## src/rtl/chunked_subtractor.sv

```systemverilog
// rtl/chunked_subtractor.sv - multi-cycle chunked WIDTH-bit subtractor with valid/ready handshakes
//
// Computes diff = (a - b - bin) mod 2^WIDTH and bout = (a < b + bin), CHUNK bits per
// cycle, LSB chunk first. The borrow between chunks is held in a register.
//
// Ports:
//   clk, rst_n           clock (rising edge), asynchronous active-low reset
//   in_valid, in_ready   operand handshake (in_ready only in IDLE)
//   a, b, bin            minuend, subtrahend, borrow-in
//   out_valid, out_ready result handshake (out_valid only in DONE)
//   diff, bout           result and borrow-out, held stable while out_valid
//   ovf                  signed overflow, present only with CHUNKED_SUBTRACTOR_OVF_EN
//
// Optional feature macro: CHUNKED_SUBTRACTOR_OVF_EN
module chunked_subtractor #(
    parameter int WIDTH = 100,
    parameter int CHUNK = 10
) (
    input  logic             clk,
    input  logic             rst_n,
    input  logic             in_valid,
    output logic             in_ready,
    input  logic [WIDTH-1:0] a,
    input  logic [WIDTH-1:0] b,
    input  logic             bin,
    output logic             out_valid,
    input  logic             out_ready,
    output logic [WIDTH-1:0] diff,
    output logic             bout
`ifdef CHUNKED_SUBTRACTOR_OVF_EN
    ,
    output logic             ovf
`endif
);

    localparam int NCH  = WIDTH / CHUNK;
    localparam int IDXW = (NCH > 1) ? $clog2(NCH) : 1;
    localparam logic [IDXW-1:0] LAST_IDX = IDXW'(NCH - 1);

    localparam logic [1:0] S_IDLE = 2'd0;
    localparam logic [1:0] S_CALC = 2'd1;
    localparam logic [1:0] S_DONE = 2'd2;

    logic [1:0]       state_q,  state_d;
    logic [IDXW-1:0]  idx_q,    idx_d;
    logic             borrow_q, borrow_d;
    logic [WIDTH-1:0] a_q,      a_d;
    logic [WIDTH-1:0] b_q,      b_d;
    logic [WIDTH-1:0] diff_q,   diff_d;
    logic             bout_q,   bout_d;
`ifdef CHUNKED_SUBTRACTOR_OVF_EN
    logic             ovf_q,    ovf_d;
`endif

    // One extra bit on top of the chunk: after the subtraction it is set exactly
    // when the chunk result went negative, i.e. it is the outgoing borrow.
    logic [CHUNK:0]   sub;

    always_comb begin
        state_d  = state_q;
        idx_d    = idx_q;
        borrow_d = borrow_q;
        a_d      = a_q;
        b_d      = b_q;
        diff_d   = diff_q;
        bout_d   = bout_q;
`ifdef CHUNKED_SUBTRACTOR_OVF_EN
        ovf_d    = ovf_q;
`endif
        sub = {1'b0, a_q[idx_q*CHUNK +: CHUNK]}
            - {1'b0, b_q[idx_q*CHUNK +: CHUNK]}
            - {{CHUNK{1'b0}}, borrow_q};

        case (state_q)
            S_IDLE: begin
                if (in_valid) begin
                    a_d      = a;
                    b_d      = b;
                    borrow_d = bin;
                    idx_d    = '0;
                    state_d  = S_CALC;
                end
            end
            S_CALC: begin
                diff_d[idx_q*CHUNK +: CHUNK] = sub[CHUNK-1:0];
                borrow_d = sub[CHUNK];
                if (idx_q == LAST_IDX) begin
                    bout_d  = sub[CHUNK];
`ifdef CHUNKED_SUBTRACTOR_OVF_EN
                    // The last chunk holds the result MSB, so overflow is known now.
                    ovf_d   = (a_q[WIDTH-1] != b_q[WIDTH-1]) &&
                              (sub[CHUNK-1] != a_q[WIDTH-1]);
`endif
                    idx_d   = '0;
                    state_d = S_DONE;
                end else begin
                    idx_d = idx_q + 1'b1;
                end
            end
            S_DONE: begin
                if (out_ready) begin
                    state_d = S_IDLE;
                end
            end
            default: state_d = S_IDLE;
        endcase
    end

    always_ff @(posedge clk or negedge rst_n) begin
        if (!rst_n) begin
            state_q  <= S_IDLE;
            idx_q    <= '0;
            borrow_q <= 1'b0;
            a_q      <= '0;
            b_q      <= '0;
            diff_q   <= '0;
            bout_q   <= 1'b0;
`ifdef CHUNKED_SUBTRACTOR_OVF_EN
            ovf_q    <= 1'b0;
`endif
        end else begin
            state_q  <= state_d;
            idx_q    <= idx_d;
            borrow_q <= borrow_d;
            a_q      <= a_d;
            b_q      <= b_d;
            diff_q   <= diff_d;
            bout_q   <= bout_d;
`ifdef CHUNKED_SUBTRACTOR_OVF_EN
            ovf_q    <= ovf_d;
`endif
        end
    end

    assign in_ready  = (state_q == S_IDLE);
    assign out_valid = (state_q == S_DONE);
    assign diff      = diff_q;
    assign bout      = bout_q;
`ifdef CHUNKED_SUBTRACTOR_OVF_EN
    assign ovf       = ovf_q;
`endif

endmodule

```

## config.mk

```make
export PLATFORM = sky130hd
export DESIGN_NAME = chunked_subtractor
export DESIGN_NICKNAME = d
export VERILOG_FILES = /design/src/rtl/chunked_subtractor.sv
export SDC_FILE = /design/constraint.sdc
export NUM_CORES = 1
export LEC_CHECK = 0
export ABC_CLOCK_PERIOD_IN_PS = 5100
export CAP_MARGIN = 20
export CORE_MARGIN = 2
export CORE_UTILIZATION = 49
export CTS_BUF_LIST = sky130_fd_sc_hd__clkbuf_8
export CTS_CLUSTER_DIAMETER = 50
export DETAILED_ROUTE_END_ITERATION = 10
export GPL_ROUTABILITY_DRIVEN = 0
export PLACE_DENSITY = 0.75
export SYNTH_ARGS = -nofsm -noshare
export SYNTH_HDL_FRONTEND = slang
export SYNTH_SLANG_ARGS = --single-unit
```

## constraint.sdc

```tcl
create_clock -name clk -period 5.1 [get_ports clk]
set_input_delay 1.02 -clock clk [delete_from_list [all_inputs] [get_ports clk]]
set_output_delay 1.02 -clock clk [all_outputs]
set_load 0.01 [all_outputs]
```

# Word-level counts from Yosys, hierarchy flattened
# Cells that the tools add are included.
# op_classes
mul	1
n_eq_ne	6
shift	4
n_reduce_logical	6
add_sub_neg	4
n_mux	10
# op_table
operator	count
$shiftx A100 B9 Y10	2
$bwmux W100	1
$shift A10 B34 Y100 const A	1
$shiftx A10 B34 Y100	1
$neg A8 Y34	1
$sub A10 B10 Y11	1
$sub A11 B1 Y11	1
$mux W4	2
$pmux W4 S2	1
$mul A4 B3 Y7 const B	1
$mux W2	3
$pmux W2 S3	1
$reduce_and A2 Y1	3
$add A4 B1 Y4 const B	1
$eq A4 B4 Y1 const B	1
$ne A2 B2 Y1 const B	2
$reduce_and A3 Y1	1
$eq A2 B1 Y1 const B	1
$eq A2 B2 Y1 const B	1
$logic_not A2 Y1	1
$ne A2 B1 Y1 const B	1
$pmux W1 S2	1
$reduce_bool A2 Y1	1
$mux W1	1
# word_totals
in_bits	205
register_bits	308
out_inout_bits	103
word_cells	38

# Depth between registers and ports, before layout
# logic_depth
ltp_word	6
mapped_depth	19
depth_no_buf	15

# Worst setup path after synthesis
# OpenSTA, ideal clock, no wires.
# synth_path
path_kind	reg2reg
start	register idx_q[0]
end	register diff_q[26], in the netlist diff[26]
path_buffers	4
slack_ps	170
setup_ps	125
synth_period_minus_slack_ps	4930
t_required_ps	4975
t_arrival_ps	4806
stages_incl_launch_ff	19
path_cell_list	dfrtp_1 buf_2 buf_2 buf_1 clkbuf_1 mux2_2 a22oi_1 a2bb2oi_1 fa_1 inv_1 fa_1 nand2b_1 a2111oi_0 nor2_1 xor2_1 a22o_1 mux2i_1 o22ai_1 mux2_2
# synth_between
elab_chain_cells	6
elab_cells_between_ends	9
cone_classes	add/sub (3); mul (1); shift (4); mux (1)
# synth_rtl
item	line	source
start, declared	45	logic [IDXW-1:0] idx_q, idx_d;
start signal, assigned	123	idx_q <= idx_d;
$mul A4 B3 Y7 *	70, 71, 85	
$shiftx A100 B9 Y10 (on tied branches)	70, 71	
$sub A10 B10 Y11	71	- {1'b0, b_q[idx_q*CHUNK +: CHUNK]}
$sub A11 B1 Y11	72	- {{CHUNK{1'b0}}, borrow_q};
$shiftx A10 B34 Y100	85	diff_d[idx_q*CHUNK +: CHUNK] = sub[CHUNK-1:0];
$bwmux W100 *	85	
end signal, assigned	127	diff_q <= diff_d;
end, declared	49	logic [WIDTH-1:0] diff_q, diff_d;
# Mark *: on every way between the ends. The rest lies on a longest branch, timed or not.
# A chain may end at the register's enable or synchronous reset.

# Final worst setup path
# layout_path
start	register idx_q[0]
end	register diff_q[44], in the netlist diff[44]
# The elaborated chain is that of the path after synthesis.

==> out/metrics.csv <==
metric,value,unit
hold crit path type,reg -> reg,
Synth Warn #,0,
Post-DRT Antenna Nets,0,
TritonRoute pass-1 iters,7,
PortBufs,307,
Crit Path Class,reg -> reg,
H-tree levels,2,
Initial Util,49.5,%
Cell Rows,65,
max cap viols,0,
DP Wirelength,33.2,mm
XOR/XNOR Fraction of Synth Area,0.676,%
Yosys cell types,74,
I/O pin total,308,
DRC,0,
maximum clock frequency,0.205,GHz
core area,31400,µm²
Critical Path End Type,flop,
initial DRC count,1555,
Clock transition at path regs,0.06,ns
post-synthesis sequential area ratio,49.6,%
All-Layer GR Usage,27.2,%
Finished Layout Cells,2421,
crit path DAT,5.36,ns
Die H,182,µm
Inst Count DP,2329,
Syn Area/Cell,9.30,µm²
post-synthesis mux area share,13.0,%
Hold Crit Endpoint,a_q[64],
register bit total from synthesis,308,
Die W,182,µm
Synth Flop Type,dfrtp_1,
fin crit period,4.89,ns
CP max FO,15,
largest family of logic cells by synthesized area,simple AND/OR/NAND/NOR gates,
startpoint class of the critical path,flop,
simple-gate share of the synthesized area,22.3,%
FF-to-FF End,diff[44],
"count leader, synth",nand2_1,
hold depth,2,
total grt overflow,0,
setup violators final,0,
DR WL/cell,18.6,µm
HP Start,a_q[64],
nets@finish,2216,
Slew HR,39.6,%
die area,33200,µm²
Post-Syn Area,15500,µm²
Critical Path RT,5.57,ns
first-pass GRT wire length,72.0,mm
status,finished clean,
top cell type's share of synthesized area,49.6,%
worst-margin pin slew,0.905,ns
clock root cell,clkbuf_8,
initial antenna violation count,0,
largest net degree at the start of global routing,124,
Synth Area in Compound Gates,9.02,%
clk buf depth,3,
Synth Instances,1671,
largest area contributor in the netlist,dfrtp_1,
"reg-to-reg slack, setup",0.21,ns
period utilisation layout,95.9,%
Area contributors post-synth,"dfrtp_1, nand2_1, mux2_2, mux4_2, ha_1",
clock latency on the worst-skew pair,0.59,ns
R2R cell count,15,
TritonCTS clock tree,done,
P&R area growth vs syn,30.3,%
Worst R2R Start,idx_q[0],
Post-synth top cells,"nand2_1, dfrtp_1, mux2_2",
endpoints failing hold,0,
"FFs w/ async S/R, synth",100,%
Post-Synth Adder-Cell Area,2.40,%
layout cell share with drive strength beyond 1,13.8,%
clk_skew,0.0318,ns
setup tns final,0,ns
syn_nets,1904,
vias in the first global route,13600,
"Slew Viols, Final",0,
fillers,2531,
via count,13700,
# diodes,0,
DRT Wirelength,45.1,mm
number of synthesized flops with an enable pin,0,
number of CTS-inserted buffers,48,
CTS sink cnt,308,
Via-to-Cell Ratio,5.65,
-- per-stage QoR --
step                worst slack (ns)  hold WS [ns]  area (µm²)  utilization, %
CTS                           0.0643         0.473       20200            64.4
global placement               0.297         0.454       19100            61.0
global route                 -0.0113         0.493       20300            64.5
floorplan                      0.170         0.440       15500               -
finish                         0.211         0.469       20300            64.5
detailed placement             0.121         0.457       19100            61.0
-- registers in the layout, summed over array words and instances (netlist names) --
| register | cells |
|---|---|
| state_q | 2 |
| diff | 100 |
| b_q | 100 |
| idx_q | 4 |
| a_q | 100 |
| bout | 1 |
| borrow_q | 1 |
-- worst max-delay path by stage --
stage	from	endpoint
global placement	idx_q[0]	diff[74]
global route	idx_q[0]	diff[44]
CTS	idx_q[0]	diff[90]
finish	idx_q[0]	diff[44]
floorplan	idx_q[0]	diff[26]
detailed placement	idx_q[0]	diff[90]
-- what timing repair did --
item | CTS | global route
endpoints found under the hold margin | 0 | 0
endpoints found under the setup margin | 0 | 46
setup buffers | 0 | 6
hold buffers | 0 | 0
resized for setup | 0 | 3
-- cell usage in the layout, fill, tap and decap left out, types with 6 or more instances in the layout --
| cell | netlist | layout |
|---|---|---|
| mux2i_1 | 8 | 8 |
| a2bb2oi_1 | 11 | 11 |
| buf_4 | 1 | 38 |
| o211ai_1 | 7 | 7 |
| mux4_2 | 38 | 38 |
| mux2_2 | 97 | 97 |
| clkdlybuf4s50_1 | 0 | 306 |
| nor3_1 | 20 | 20 |
| xor2_1 | 7 | 7 |
| a21o_1 | 7 | 7 |
| a22oi_1 | 24 | 24 |
| and2_1 | 8 | 7 |
| dfrtp_1 | 308 | 306 |
| a211oi_1 | 6 | 6 |
| buf_12 | 0 | 6 |
| inv_1 | 28 | 40 |
| o21ai_0 | 49 | 49 |
| clkbuf_8 | 0 | 66 |
| a21oi_1 | 28 | 28 |
| and3_1 | 9 | 9 |
| o22ai_1 | 13 | 12 |
| nand2b_1 | 6 | 6 |
| nand2_1 | 710 | 709 |
| nand3_1 | 28 | 28 |
| nor2_1 | 47 | 46 |
| ha_1 | 25 | 25 |
-- worst max-delay path: stages (launching register included) --
cell	delay, ns
dfrtp_4	0.58
buf_4	0.17
mux4_2	0.49
a22oi_1	0.23
a2bb2oi_1	0.24
fa_1	0.22
inv_1	0.07
fa_1	0.39
nand2b_1	0.19
a2111oi_2	0.43
nor2_1	0.18
o211ai_1	0.47
a21oi_1	0.18
o22ai_1	0.41
a31oi_1	0.28
o21ai_0	0.25
-- area by class of cell --
cell class	instances	area, µm²	area share (%)
inverters	29	109	0.537
clock inverters	20	148	0.729
well taps	402	503	2.48
repair buffers	351	3480	17.2
flip-flops and latches	308	7710	38.1
clock buffers	66	908	4.48
multi-input cells	1245	7400	36.5
-- cell families after synthesis --
family | count (synthesis)
AOI/OAI and AO/OA | 203
xor gates and xnor gates | 12
adders and majority gates | 28
buffers and inverters | 118
DFF | 308
muxes | 143
and+or+nand+nor | 859
-- per-layer routing --
layer | share of wire, % | global-route usage, % | up-vias
met5 | 0 | 0 | -
met4 | 3.8 | 10.2 | 0
met3 | 8.2 | 4.41 | 139
met2 | 46 | 43.4 | 741
met1 | 42 | 37.8 | 6517
li1 | - | - | 6282
Power is not shown: default switching activity piles up to over one toggle a cycle in this logic, so the estimate is an artifact.
